--- config.mk ---
export PLATFORM = sky130hd
export DESIGN_NAME = johnson_phase_gen
export DESIGN_NICKNAME = d
export VERILOG_FILES = /design/src/rtl/johnson_phase_gen.sv
export SDC_FILE = /design/constraint.sdc
export NUM_CORES = 1
export LEC_CHECK = 0
export BUFFER_PORTS_ARGS = -buffer_cell sky130_fd_sc_hd__buf_2
export CAP_MARGIN = 25
export CORE_MARGIN = 1.5
export CORE_UTILIZATION = 37
export DETAILED_ROUTE_END_ITERATION = 10
export SYNTH_ARGS = -nofsm -noshare
export SYNTH_HDL_FRONTEND = slang
export SYNTH_SLANG_ARGS = --single-unit
--- constraint.sdc ---
create_clock -name clk -period 3.2 [get_ports clk]
set_input_delay 0.16 -clock clk [delete_from_list [all_inputs] [get_ports clk]]
set_output_delay 0.16 -clock clk [all_outputs]
set_load 0.01 [all_outputs]
--- src/rtl/johnson_phase_gen.sv ---
// johnson_phase_gen
//   W-bit twisted-ring (Johnson) / ring phase generator with enable,
//   direction control, mode select, synchronous phase load, self-correction
//   of illegal states and a binary phase index kept in step with the pattern.
//
// Parameters
//   W        register width, 2..16
//   PHASE_W  width of the phase index, $clog2(2*W)
//
// Ports
//   clk         system clock, all state updates on the rising edge
//   rst_n       synchronous reset, asserted high (name kept from the codebase)
//   en          advance one phase this cycle
//   dir         0 = forward (shift right), 1 = reverse (shift left)
//   mode        0 = Johnson (period 2W), 1 = ring / one-hot (period W)
//   load        load load_phase this cycle
//   load_phase  target phase for load
//   out         counter pattern
//   phase       binary index of the current pattern
//   wrap        one-cycle pulse after a step across the period boundary
//   err         sticky flag: illegal state corrected or out-of-range load
module johnson_phase_gen #(
    parameter  int unsigned W       = 4,
    localparam int unsigned PHASE_W = $clog2(2 * W)
) (
    input  logic               clk,
    input  logic               rst_n,
    input  logic               en,
    input  logic               dir,
    input  logic               mode,
    input  logic               load,
    input  logic [PHASE_W-1:0] load_phase,
    output logic [W-1:0]       out,
    output logic [PHASE_W-1:0] phase,
    output logic               wrap,
    output logic               err
);

    typedef enum logic {
        MODE_JOHNSON = 1'b0,
        MODE_RING    = 1'b1
    } mode_e;

    // Action taken this cycle, in priority order below reset.
    typedef enum logic [2:0] {
        ACT_HOLD,
        ACT_MODE,
        ACT_FIX,
        ACT_LOAD,
        ACT_STEP
    } act_e;

    localparam logic [PHASE_W-1:0] LAST_JOHN = PHASE_W'(2 * W - 1);
    localparam logic [PHASE_W-1:0] LAST_RING = PHASE_W'(W - 1);

    // Pattern belonging to phase k.
    //   Johnson: k <= W -> top k bits set; k > W -> low (2W-k) bits set.
    //   Ring:    single bit at position (W-k) mod W.
    function automatic logic [W-1:0] phase_pattern(input logic [PHASE_W-1:0] k,
                                                   input mode_e               m);
        int unsigned  kk;
        logic [W-1:0] p;
        kk = 32'(k);
        p  = '0;
        for (int unsigned i = 0; i < W; i++) begin
            if (m == MODE_RING) begin
                if (i == (W - (kk % W)) % W) p[i] = 1'b1;
            end else if (kk <= W) begin
                if (i + kk >= W) p[i] = 1'b1;
            end else begin
                if (i + kk < 2 * W) p[i] = 1'b1;
            end
        end
        return p;
    endfunction

    // Johnson patterns are exactly those with at most one 0/1 boundary
    // along the register; ring patterns are exactly one-hot.
    function automatic logic pattern_legal(input logic [W-1:0] v,
                                           input mode_e        m);
        int unsigned ones;
        int unsigned edges;
        ones  = 0;
        edges = 0;
        for (int unsigned i = 0; i < W; i++) begin
            ones += 32'(v[i]);
        end
        for (int unsigned i = 0; i + 1 < W; i++) begin
            if (v[i] != v[i+1]) edges++;
        end
        if (m == MODE_RING) return (ones == 1);
        return (edges <= 1);
    endfunction

    mode_e              mode_q;
    logic [W-1:0]       out_q,   out_d;
    logic [PHASE_W-1:0] phase_q, phase_d;
    logic               wrap_q,  wrap_d;
    logic               err_q,   err_d;

    act_e               action;
    logic [PHASE_W-1:0] last_phase;
    logic               illegal;
    logic               load_oor;
    logic [PHASE_W-1:0] load_tgt;

    always_comb begin
        last_phase = (mode_q == MODE_RING) ? LAST_RING : LAST_JOHN;
    end

    // Beyond a malformed pattern, a legal pattern that disagrees with the
    // phase index (or an index past the period) is also treated as an
    // upset, so out and phase can never drift apart.
    always_comb begin
        illegal = !pattern_legal(out_q, mode_q)
                  || (phase_q > last_phase)
                  || (out_q != phase_pattern(phase_q, mode_q));
    end

    always_comb begin
        load_oor = (load_phase > last_phase);
        load_tgt = load_oor ? '0 : load_phase;
    end

    always_comb begin
        action = ACT_HOLD;
        if (mode != logic'(mode_q)) begin
            action = ACT_MODE;
        end else if (illegal) begin
            action = ACT_FIX;
        end else if (load) begin
            action = ACT_LOAD;
        end else if (en) begin
            action = ACT_STEP;
        end
    end

    always_comb begin
        out_d   = out_q;
        phase_d = phase_q;
        wrap_d  = 1'b0;
        err_d   = err_q;
        unique case (action)
            ACT_MODE: begin
                out_d   = phase_pattern('0, mode_e'(mode));
                phase_d = '0;
            end
            ACT_FIX: begin
                out_d   = phase_pattern('0, mode_q);
                phase_d = '0;
                err_d   = 1'b1;
            end
            ACT_LOAD: begin
                out_d   = phase_pattern(load_tgt, mode_q);
                phase_d = load_tgt;
                if (load_oor) err_d = 1'b1;
            end
            ACT_STEP: begin
                if (!dir) begin
                    // Forward: shift right, feed MSB from (inverted) LSB.
                    if (mode_q == MODE_RING) out_d = {out_q[0], out_q[W-1:1]};
                    else                     out_d = {~out_q[0], out_q[W-1:1]};
                    if (phase_q == last_phase) begin
                        phase_d = '0;
                        wrap_d  = 1'b1;
                    end else begin
                        phase_d = phase_q + PHASE_W'(1);
                    end
                end else begin
                    // Reverse: shift left, feed LSB from (inverted) MSB.
                    if (mode_q == MODE_RING) out_d = {out_q[W-2:0], out_q[W-1]};
                    else                     out_d = {out_q[W-2:0], ~out_q[W-1]};
                    if (phase_q == '0) begin
                        phase_d = last_phase;
                        wrap_d  = 1'b1;
                    end else begin
                        phase_d = phase_q - PHASE_W'(1);
                    end
                end
            end
            default: begin
            end
        endcase
    end

    always_ff @(posedge clk) begin
        if (rst_n) begin
            mode_q  <= mode_e'(mode);
            out_q   <= phase_pattern('0, mode_e'(mode));
            phase_q <= '0;
            wrap_q  <= 1'b0;
            err_q   <= 1'b0;
        end else begin
            mode_q  <= mode_e'(mode);
            out_q   <= out_d;
            phase_q <= phase_d;
            wrap_q  <= wrap_d;
            err_q   <= err_d;
        end
    end

    assign out   = out_q;
    assign phase = phase_q;
    assign wrap  = wrap_q;
    assign err   = err_q;

endmodule

; Word-level counts from Yosys, hierarchy flattened
; Cells that the tools add are included.
[word_totals]
regBits = 10
word_cells = 143
in_bits = 9
output_inout_bits = 9
[classes]
bitwise_logic = 3
n_reduce_logical = 13
n_lt_le_gt_ge = 21
addsub = 15
eq_ne = 18
muxes = 67
[ops]
columns = cell, n
row1 = $ge 32x3->1 const B, 6
row2 = $add 32x1->32 const B, 2
row3 = $logic_not 32->1, 2
row4 = $mux 32, 2
row5 = $mux 1, 51
row6 = $le 32x1->1 const B, 1
row7 = $mux 3, 9
row8 = $lt 4x4->1 const B, 6
row9 = $add 2x3->4 const A, 4
row10 = $pmux 4 s4, 1
row11 = $pmux 3 s3, 1
row12 = $add 1x3->4 const A, 2
row13 = $eq 2x2->1 const A, 4
row14 = $lt 3x4->1 const B, 2
row15 = $mux 4, 2
row16 = $eq 3x2->1 const B, 2
row17 = $ge 3x3->1 const B, 2
row18 = $gt 3x3->1, 2
row19 = $le 3x3->1 const B, 2
row20 = $reduce_bool 5->1, 1
row21 = $add 3x1->4, 1
row22 = $eq 1x2->1 const A, 2
row23 = $eq 4x1->1 const B, 1
row24 = $ne 1x1->1, 4
row25 = other kinds (20), 25

; Logic depth before layout (Yosys ltp)
; Gate-level depths: netlist of the first run.
[depth]
depth_word = 16
mapped_depth = 12

; Worst setup path after synthesis of the first run
; Ideal clock, no wire load.
[synth_timing]
path_type = reg-to-reg
startpoint = reg out_q[3] (netlist: out[3])
endpoint = reg out_q[0] (netlist: out[0]), enable pin
arrival_time_ps = 2759
setup_time_ps = 254
path_stages_with_launch = 12
path_slack_ps = 187
required_time_ps = 2946
path_cell_list = dfxtp_1 > clkbuf_1 > inv_1 > fa_1 > inv_1 > ha_1 > ha_1 > nor2_1 > a31oi_1 > a2111oi_4 > nand3_4 > or3_1
[synth_between]
elab_chain_cells = 11
elab_cells_between_ends = 18
cone_classes = add/sub (1) / order compare (1) / eq/ne (7) / mux (5) / reduce/logical (4)
[synth_rtl]
columns = element, line
row1 = "start, declared", 96  ; logic [W-1:0] out_q, out_d;
row2 = "start signal, assigned", 189  ; out_q <= phase_pattern('0, mode_e'(mode));
row3 = "start signal, assigned", 195  ; out_q <= out_d;
row4 = $ne 1x1->1 or $add 3x1->4 (tied branches), "89, 86"
row5 = $mux 32 or $eq 4x1->1 (tied branches), "89, 91"
row6 = $le 32x1->1 or $mux 1 (tied branches), "92, 91"
row7 = $mux 1, 92  ; return (edges <= 1);
row8 = $logic_not 1->1, 115  ; illegal = !pattern_legal(out_q, mode_q)
row9 = $logic_or 1x1->1, 116  ; || (phase_q > last_phase)
row10 = $logic_or 1x1->1 *, 117  ; || (out_q != phase_pattern(phase_q, mode_q));
row11 = $mux 3 *, 129  ; end else if (illegal) begin
row12 = $mux 3 *, 127  ; if (mode != logic'(mode_q)) begin
row13 = $eq 3x3->1 (tied with other cells), 143  ; unique case (action)
row14 = $reduce_bool 5->1 (no line) *, --
; Mark *: on every way between the ends. The rest lies on a longest branch, timed or not. The select of a mux whose other input is x is not followed.
; A chain may end at the register's enable or synchronous reset.

; Worst setup path in the final report of the first run
[layout_timing]
startpoint = reg out_q[1] (netlist: out[1])
endpoint = reg out_q[0] (netlist: out[0]), enable pin
[layout_between]
elab_chain_cells = 15
elab_cells_between_ends = 25
cone_classes = add/sub (5) / order compare (1) / eq/ne (8) / mux (7) / reduce/logical (4)
[layout_rtl]
columns = element, line
row1 = $ne 1x1->1, 89  ; if (v[i] != v[i+1]) edges++;
row2 = $mux 1, 89
row3 = $add 32x1->32, 89
row4 = $mux 32, 89
row5 = $add 32x1->32, 89
row6 = $mux 32, 89
row7 = $le 32x1->1, 92
row8 = $mux 1, 92
row9 = $logic_not 1->1, 115
row10 = $logic_or 1x1->1, 116
row11 = $logic_or 1x1->1 *, 117
row12 = $mux 3 *, 129
row13 = $mux 3 *, 127
row14 = $eq 3x3->1 (tied with other cells), 143
row15 = $reduce_bool 5->1 (no line) *, --
; Marked as above.

==> reports/results.ini, run 1 <==
[grt]
antenna_found_initial = 0
track_usage_pct = 17.4
grt_max_degree = 17
grt_pass1_vias = 1123
grt_pass1_wl_um = 4970
grt_overflow_total = 0

[finish]
final_layout_size_suffix_gt1_share_pct = 21.0
seq_area_sq_um = 210
layout.nets = 202
syn_to_final_growth_pct = 12.7
fill_cells = 341
multi_input_area_sq_um = 972
num_antenna_cells = 0
fin_area_sq_mm = 0.00145

[cts]
cts.sinks = 10
cts_tree = done
clkLatencyLatePin_ns = 0.27
ctsHoldBuffers = 0
clk_pin_slew_ns = 0.07
cts_buffers = 3
h-tree-depth = 1
root_buffer = clkbuf_4
postCtsSetupBuffers = 0
clockBufferDepth = 2
cts_resized = 0

[worst_setup_path]
cp_slowest_cell = fa_1
cp_slowest_stage_delay_ns = 0.50
cp-start-kind = register
critical_path_class = reg2reg
cp-end-kind = register
worstPathCellList = inv_1 -> fa_1 -> inv_1 -> ha_1 -> ha_1 -> nor2_1 -> a31oi_1 -> a2111oi_4 -> nand3_4 -> or3_1
cp_max_fo = 7
cp.arrival_ns = 2.86
required_ns = 3.23
r2r_cells = 10

[floorplan]
coreArea_sq_mm = 0.00334
initial_utilization_pct = 38.6
ios = 18
fp.dieH_um = 62.0
die-area_sq_mm = 0.00384
num_rows = 21
die_w_um = 62.0

[pwr]
power_switching_uw = 120
p_sw_share_pct = 33.0
finalPower_uw = 365
pwr-share-seq_pct = 37.7
p_int_uw = 245
peakVddDrop_mv = 0.0744
power.leakage_nw = 0.624
p_comb_share_pct = 30.2
p_per_area_mw_per_mm2 = 252
p_clk_share_pct = 32.1

[timing]
finalClockSkew_ns = 0.000873
holdWs_ns = 0.127
setup_viol = 0
fin_crit_ns = 2.83
layout_worst_path_cycle_share_pct = 88.4
worst_pin_slew_ns = 0.520
max_freq_mhz = 354
finalHoldViolations = 0
finalSetupTns_ns = 0
rsz0062_at_grt = no
maxSlewViolCount = 0
relSlewSlack_pct = 65.3

[synthesis]
synthFlopType = dfxtp_1
ys_types = 49
synth_edf_count = 1
synth_top_area_share_pct = 14.0
yosysTopAreaCell = dfxtp_1
synth_area_leaders = dfxtp_1, ha_1, nand2_1
netlist_instances = 161
ys_seq_area_share_pct = 16.3
synthArstFlopShare_pct = 0
yosys_warnings = 0
syn-num-nets = 186
yosys-top-cells-count = nand2_1, ha_1, inv_1
synth_seq_cells = 10
syn_area_sq_mm = 0.00129
avgSynthCellArea_sq_um = 8.00
yosysMostFrequentCell = nand2_1

[placed_design]
gp_congestion = 0.817
io_buffers = 17
place_area_sq_mm = 0.00142
hpwl_um = 2410

[route]
routed_wl_um = 3060
drc_errors = 0
initialDrtViolationCount = 71
ant_nets = 0
first_pass_iters = 4
vias = 1188
vias_per_cell = 5.35
wire_per_inst_um = 13.8

[worst_hold_path]
worstHoldPathCells = 2
hp-class = in2reg

[run]
drv_cap = 0

[status]
outcome = finished clean

## sequential cells by signal, summed over array words and instances (netlist names)
name    cells
phase       3
mode_q      1
err         1
wrap        1
out         4
## cell type report
cell class | count | share of cell area [%]
Sequential cell | 10 | 14.5
Inverter | 14 | 3.62
Timing Repair Buffer | 22 | 8.45
Multi-Input combinational cell | 126 | 67.0
Tap cell | 46 | 3.97
Clock buffer | 4 | 2.50
## power groups by stage
stage,registers [mW],clock network (mW),logic [mW]
floorplan,0.140,0,0.0791
global placement,0.140,0,0.107
detailed placement,0.140,0,0.109
CTS,0.137,0.120,0.110
global route,0.138,0.127,0.122
finish,0.138,0.117,0.110
## layer usage
metal | GRT usage (%) | wire length, um | vias up
met5 | 0 | 0 | -
li1 | - | - | 612
met2 | 28.7 | 1440 | 20
met4 | 6.69 | 23 | 0
met3 | 1.66 | 94 | 4
met1 | 23.3 | 1500 | 552
## stage by stage
stage	utilization, %	instances	setup WS, ns
CTS	43.5	222	0.379
detailed placement	42.4	218	0.383
global placement	42.4	218	0.427
finish	43.5	222	0.371
floorplan	-	161	0.187
global route	43.5	222	0.180
## cell families (layout without fill, tap and decap cells)
family | after synthesis | in the layout | share of synthesized area [%]
adders and majority gates | 16 | 16 | 16.7
muxes | 5 | 5 | 3.89
xor gates and xnor gates | 9 | 9 | 6.12
and+or+nand+nor | 55 | 55 | 23.7
DFF | 10 | 10 | 16.3
AOI/OAI and AO/OA | 41 | 41 | 25.1
buffers and inverters | 25 | 40 | 8.16
## cells in the final DEF, fill, tap and decap left out, drive strengths merged, types with 3 or more instances in the layout
cell type	instances
a211oi	4
a21oi	8
a311oi	3
a31oi	6
buf	22
clkbuf	4
dfxtp	9
ha	14
inv	14
mux2i	5
nand2	17
nand2b	3
nand3	5
nor2	8
nor3	7
o21ai	6
xnor2	6
xor2	3
## critical path: cells and delay by family (launching register included)
family                     cells  cell delay (ns)
and+or+nand+nor                3             0.63
DFF                            1             0.33
AOI/OAI and AO/OA              2             0.57
adders and majority gates      3             0.93
buffers and inverters          2             0.13
## path summary, 6_finish.rpt
kind / start / end / slack (ns)
worst min-delay path: rst_n / phase[2] / 0.13
worst max register to register: out[1] / out[0] / 0.37
worst min register to register: err / err / 0.51
worst max-delay path: out[1] / out[0] / 0.37
Power figures use the tool's default switching activity.
==> inputs of run 2 (changes only) <==
- CORE_UTILIZATION: 37 -> 59
- CTS_BUF_LIST: not set -> sky130_fd_sc_hd__clkbuf_4 sky130_fd_sc_hd__clkbuf_8
- PLACE_DENSITY: not set -> 0.82
- clock period: 3.2 -> 3 ns (I/O delays scaled with it)
==> run 2 against run 1 <==
  * Total power rose by 6.5%
  * Clock power rose by 5%
  * First-iteration DRC count fell by 21%
  * Final area fell by 1.0%
  * Register-to-register slack got worse by 0.19 ns
  * Routed wire length rose by 0.49%
  * Global-route usage rose by 9.9 points
  * Maximum frequency rose by 0.27%
  * Clock skew rose by 0.0045 ns
  * Cell count fell by 8.1%
  * Worst setup slack got worse by 0.19 ns
==> reports/results.ini, run 2 (synthesis results as in run 1) <==
[cts]
h-tree-depth = 1  ; unchanged
cts.sinks = 10  ; unchanged
clkLatencyLatePin_ns = 0.26  ; about the same
cts_buffers = 3  ; unchanged
postCtsSetupBuffers = 0  ; unchanged
root_buffer = clkbuf_4
ctsHoldBuffers = 0  ; unchanged
cts_resized = 0  ; unchanged
clk_pin_slew_ns = 0.07  ; about the same
cts_tree = done
clockBufferDepth = 2  ; unchanged

[pwr]
finalPower_uw = 389  ; +6.5%
power.leakage_nw = 0.630  ; +0.93%
peakVddDrop_mv = 0.244  ; +230%
p_per_area_mw_per_mm2 = 271  ; +7.6%

[finish]
layout.cells.non_filler = 204  ; -8.1%
fill_cells = 153  ; -55%
largest_reg_flops = 4  ; unchanged
num_antenna_cells = 0  ; unchanged
syn_to_final_growth_pct = 11.6
final_layout_size_suffix_gt1_share_pct = 22.0  ; +1.0 points
most-common-layout-cells = nand2_1, buf_2, ha_1
layout.nets = 203  ; +0.50%
final_util_pct = 71.8  ; +28 points
fin_area_sq_mm = 0.00144  ; -1.0%

[timing]
max_freq_mhz = 354  ; +0.27%
rsz0062_at_grt = no
relSlewSlack_pct = 69.6  ; +4.3 points
maxSlewViolCount = 0  ; unchanged
finalClockSkew_ns = 0.00538  ; +0.00451 ns
finalSetupTns_ns = 0  ; unchanged
holdWs_ns = 0.112  ; -0.0152 ns
layout_worst_path_cycle_share_pct = 94.0  ; +5.6 points
worst_pin_slew_ns = 0.456  ; -0.0635 ns
setup_viol = 0  ; unchanged
fin_crit_ns = 2.82  ; -0.00748 ns
worst_slack_ns = 0.179  ; -0.193 ns
finalHoldViolations = 0  ; unchanged

[worst_setup_path]
required_ns = 3.02  ; -0.21 ns
cp-startpoint = out[0]
cp-end-kind = register
cp.arrival_ns = 2.84  ; -0.02 ns
r2r_start = out[0]
cp_max_fo = 7  ; unchanged
cp-start-kind = register
critical_path_class = reg2reg

[grt]
track_usage_pct = 27.3  ; +9.9 points
grt_overflow_total = 0  ; unchanged
grt_pass1_vias = 1221  ; +8.7%
grt_pass1_wl_um = 5270  ; +6.0%
grt_max_degree = 18  ; +1
antenna_found_initial = 0  ; unchanged

[placed_design]
place_area_sq_mm = 0.00140  ; -1.1%
io_buffers = 17  ; unchanged
pre_cts_ws_ns = 0.0838  ; -0.299 ns
dp_cells = 200  ; -8.3%
gp_congestion = 0.871  ; +6.6%
hpwl_um = 2360  ; -2.0%

[run]
drv_cap = 0  ; unchanged

[route]
routed_wl_um = 3070  ; +0.49%
ant_nets = 0  ; unchanged
vias_per_cell = 6.14  ; +15%
drc_errors = 0  ; unchanged
wire_per_inst_um = 15.0  ; +9.4%
vias = 1253  ; +5.5%
initialDrtViolationCount = 56  ; -21%
first_pass_iters = 4  ; unchanged

[floorplan]
num_rows = 16  ; -24%
fp.dieH_um = 49.7  ; -20%
die_w_um = 49.7  ; -20%
ios = 18  ; unchanged
coreArea_sq_mm = 0.00200  ; -40%
die-area_sq_mm = 0.00247  ; -36%
initial_utilization_pct = 64.3  ; +26 points

[status]
outcome = finished clean

[worst_hold_path]
hold_start = rst_n
hp-class = in2reg

[run 2: worst max-delay path, cell delays in order, from the launching register on]
cell,delay [ns]
edfxtp_1,0.34
inv_1,0.06
fa_1,0.53
inv_1,0.04
ha_1,0.17
ha_1,0.27
nor2_1,0.12
a31oi_1,0.13
a2111oi_4,0.39
nand3_4,0.18
or3_1,0.35
[run 2: path summary, 6_finish.rpt]
kind / depth (start not counted) / slack (ns) / to
hold / removal: 2 / 0.11 / phase[2]
hold reg to reg: 1 / 0.49 / err
setup reg to reg: 10 / 0.18 / out[0]
setup / recovery: 10 / 0.18 / out[0]
[run 2: power by group]
group	internal, mW	leakage [nW]	switching [mW]
combinational	0.0485	0.525	0.0721
sequential	0.140	0.0843	0.00534
clock	0.0736	0.0210	0.0496
[run 2: cell type report]
cell class	count	area, sq um	share of cell area (%)
Multi-Input combinational cell	126	972	67.7
Inverter	14	52.6	3.66
Sequential cell	10	211	14.7
Tap cell	27	33.8	2.35
Timing Repair Buffer	23	130	9.06
Clock buffer	4	36.3	2.53
[run 2: routing by layer]
metal	GRT usage [%]	up-vias	share of wire, %
li1	-	614	-
met1	33.3	588	44
met2	47.8	43	49
met3	3.33	8	3.9
met4	11.6	0	2.3
met5	0	-	0
==> inputs of run 3 (changes only) <==
- ABC_AREA: not set -> 1
- CORE_UTILIZATION: 59 -> 40
- PLACE_DENSITY: 0.82 -> not set
==> run 3 against run 2 <==
  * Combinational power is 28% higher
  * Clock-buffer cell count is the same
  * First-iteration DRC count rose by 27%
  * Clock skew down 0.0033 ns
  * Via count grew 14%
  * Global-route usage shrank 7.0 points
  * Register-to-register slack gained 0.05 ns
  * Utilization is 25 points lower
  * Critical path depth increased by 7
  * Worst hold slack worse by 0.079 ns
  * Largest power group is now combinational logic
  * Highest routed layer unchanged
==> reports/results.ini, run 3 <==
[synthesis]
syn_area_sq_mm = 0.00138  ; +7.3%
ys_types = 34  ; -31%
avgSynthCellArea_sq_um = 6.19  ; -23%
synthMuxAreaShare_pct = 0  ; -3.9 points
synthAdderAreaFrac_pct = 15.6  ; -1.1 points
yosysMostFrequentCell = nand2_1
synth_edf_count = 1  ; unchanged
netlist_instances = 223  ; +39%
synthSimpleGateAreaFrac_pct = 44.9  ; +21 points
synthFlopType = dfxtp_1
synth_seq_cells = 10  ; unchanged
yosys_warnings = 0  ; unchanged
synth_top_family_by_area = simple AND/OR/NAND/NOR gates
synth_top_area_share_pct = 16.8  ; +2.9 points
synth_compound_area_share_pct = 11.2  ; -14 points
synth-xor-area-share_pct = 1.90  ; -4.2 points
ys_seq_area_share_pct = 15.2  ; -1.1 points
synth_area_leaders = nand2_1, dfxtp_1, ha_1
yosys-top-cells-count = nand2_1, nor2_1, inv_1
syn-num-nets = 248  ; +33%
synthArstFlopShare_pct = 0  ; unchanged
yosysTopAreaCell = nand2_1

[cts]
cts_buffers = 3  ; unchanged
cts_tree = done
ctsHoldBuffers = 0  ; unchanged
clk_pin_slew_ns = 0.07  ; about the same
cts.sinks = 10  ; unchanged
postCtsSetupBuffers = 0  ; unchanged
h-tree-depth = 1  ; unchanged
clockBufferDepth = 2  ; unchanged
cts_resized = 0  ; unchanged
clkLatencyLatePin_ns = 0.26  ; about the same
root_buffer = clkbuf_4

[worst_setup_path]
cp-end-kind = register
cp_slowest_cell = fa_1
cp.arrival_ns = 2.79  ; -0.05 ns
cp_slowest_stage_delay_ns = 0.53  ; about the same
cpMostUsedCell = nand2_1
r2r_setup_slack_ns = 0.23  ; +0.05 ns
required_ns = 3.02  ; about the same
critical_path_class = reg2reg
worstPathCellList = inv_1 -> fa_1 -> inv_1 -> ha_1 -> ha_1 -> inv_1 -> nand3_2 -> nand2_1 -> nand3_2 -> nor2_2 -> nand3_2 -> nor2_4 -> nand2_1 -> nand2_1 -> nand3_1 -> nand2_1 -> nand2_1
r2r_cells = 17  ; +7
cp-start-kind = register
cp_max_fo = 10  ; +3
path_delay_family = simple AND/OR/NAND/NOR gates
r2r_start = out[0]
cp_num_buf_inv = 3  ; +1
r2r_end = out[0]
cp.depth = 17  ; +7

[route]
vias_per_cell = 4.90  ; -20%
drc_errors = 0  ; unchanged
first_pass_iters = 4  ; unchanged
ant_nets = 0  ; unchanged
vias = 1426  ; +14%
routed_wl_um = 3380  ; +10%
initialDrtViolationCount = 71  ; +27%
wire_per_inst_um = 11.6  ; -23%

[pwr]
peakVddDrop_mv = 0.206  ; -16%
p_int_uw = 259  ; -1.2%
power_switching_uw = 151  ; +19%
p_sw_share_pct = 36.8  ; +4.2 points
p_comb_share_pct = 37.9  ; +6.9 points
p_clk_share_pct = 26.0  ; -5.7 points
pwr-share-seq_pct = 36.2  ; -1.1 points
p_per_area_mw_per_mm2 = 262  ; -3.2%
power.leakage_nw = 0.832  ; +32%
finalPower_uw = 410  ; +5.4%

[grt]
grt_overflow_total = 0  ; unchanged
antenna_found_initial = 0  ; unchanged
grt_pass1_wl_um = 5820  ; +10%
grt_pass1_vias = 1300  ; +6.5%
grt_max_degree = 14  ; -4
track_usage_pct = 20.3  ; -7.0 points

[timing]
finalSetupTns_ns = 0  ; unchanged
fin_crit_ns = 2.77  ; -0.0542 ns
finalHoldViolations = 0  ; unchanged
max_freq_mhz = 361  ; +2.0%
worst_pin_slew_ns = 0.458  ; +0.00116 ns
layout_worst_path_cycle_share_pct = 92.2  ; -1.8 points
setup_viol = 0  ; unchanged
maxSlewViolCount = 0  ; unchanged
relSlewSlack_pct = 69.5  ; -0.12 points
finalClockSkew_ns = 0.00212  ; -0.00325 ns

[floorplan]
die-area_sq_mm = 0.00381  ; +54%
die_w_um = 61.8  ; +24%
fp.dieH_um = 61.8  ; +24%
coreArea_sq_mm = 0.00334  ; +67%
initial_utilization_pct = 41.4  ; -23 points
ios = 18  ; unchanged
num_rows = 21  ; +5

[finish]
fin_area_sq_mm = 0.00156  ; +8.9%
largest_reg_flops = 4  ; unchanged
syn_to_final_growth_pct = 13.2
layout.nets = 271  ; +33%
num_antenna_cells = 0  ; unchanged
final_util_pct = 46.9  ; -25 points
mostFrequentLayoutCell = nand2_1
multi_input_area_sq_mm = 0.00102  ; +4.6%
fill_cells = 390  ; +150%
layout.cells.non_filler = 291  ; +43%
most-common-layout-cells = nand2_1, nor2_1, inv_1
seq_area_sq_um = 210  ; -0.59%
final_layout_size_suffix_gt1_share_pct = 18.4  ; -3.7 points

[placed_design]
io_buffers = 17  ; unchanged
hpwl_um = 2690  ; +14%
dp_cells = 284  ; +42%
gp_congestion = 0.805  ; -7.6%
place_area_sq_mm = 0.00151  ; +8.1%

[worst_hold_path]
min_to = mode_q
hold_start = mode
hp-class = in2reg
worstHoldPathCells = 1  ; -1

[status]
outcome = finished clean

[run]
drv_cap = 0  ; unchanged

## run 3: worst max path at each step
stage | startpoint | endpoint | slack, ns
6_report | out[0] | out[0] | 0.23
5_1_grt | out[0] | phase[1] | -0.0002
4_1_cts | out[0] | out[0] | 0.22
3_5_place_dp | out[0] | out[0] | 0.22
3_3_place_gp | out[0] | out[0] | 0.29
2_1_floorplan | out[1] | out[0] | 0.26
## run 3: cell families after synthesis
family / after synthesis
simple gates: 132
buf+inv: 35
compound gates: 27
fa+ha+maj: 16
flops: 10
xor+xnor: 3
## run 3: through the flow
| step | setup WS (ns) | hold WS (ns) |
|---|---|---|
| after floorplan | 0.259 | 0.178 |
| after global placement | 0.285 | 0.305 |
| after detailed placement | 0.222 | 0.307 |
| after CTS | 0.220 | 0.0332 |
| after global routing | -0.000183 | 0.0246 |
| final | 0.233 | 0.0329 |
## run 3: final cells by class
| cell class | instances | share of cell area, % |
|---|---|---|
| sequential | 10 | 13.4 |
| clock buffer | 4 | 1.92 |
| inverter | 29 | 7.12 |
| multi-input combinational | 178 | 65.0 |
| timing repair buffer | 24 | 8.80 |
| tap | 46 | 3.68 |
## run 3: power by group through the flow
| stage | Sequential (mW) | Combinational [mW] | Clock, mW |
|---|---|---|---|
| floorplan | 0.152 | 0.112 | 0 |
| global placement | 0.151 | 0.146 | 0 |
| detailed placement | 0.151 | 0.146 | 0 |
| CTS | 0.148 | 0.147 | 0.110 |
| global route | 0.149 | 0.178 | 0.120 |
| finish | 0.148 | 0.155 | 0.106 |
## run 3: worst register-to-register path: cells and delay by family (launching register included)
| family | cells | cell delay, ns |
|---|---|---|
| adder cells (fa/ha/maj) | 3 | 0.96 |
| buffers and inverters | 3 | 0.19 |
| flip-flops | 1 | 0.35 |
| AND/OR/NAND/NOR | 11 | 1.02 |
## run 3: routing by layer
layer	vias up	routed length, um	GRT usage, %
li1	774	-	-
met1	625	1690	29.5
met2	23	1590	31.7
met3	4	75	2.48
met4	0	32	5.17
met5	-	0	0
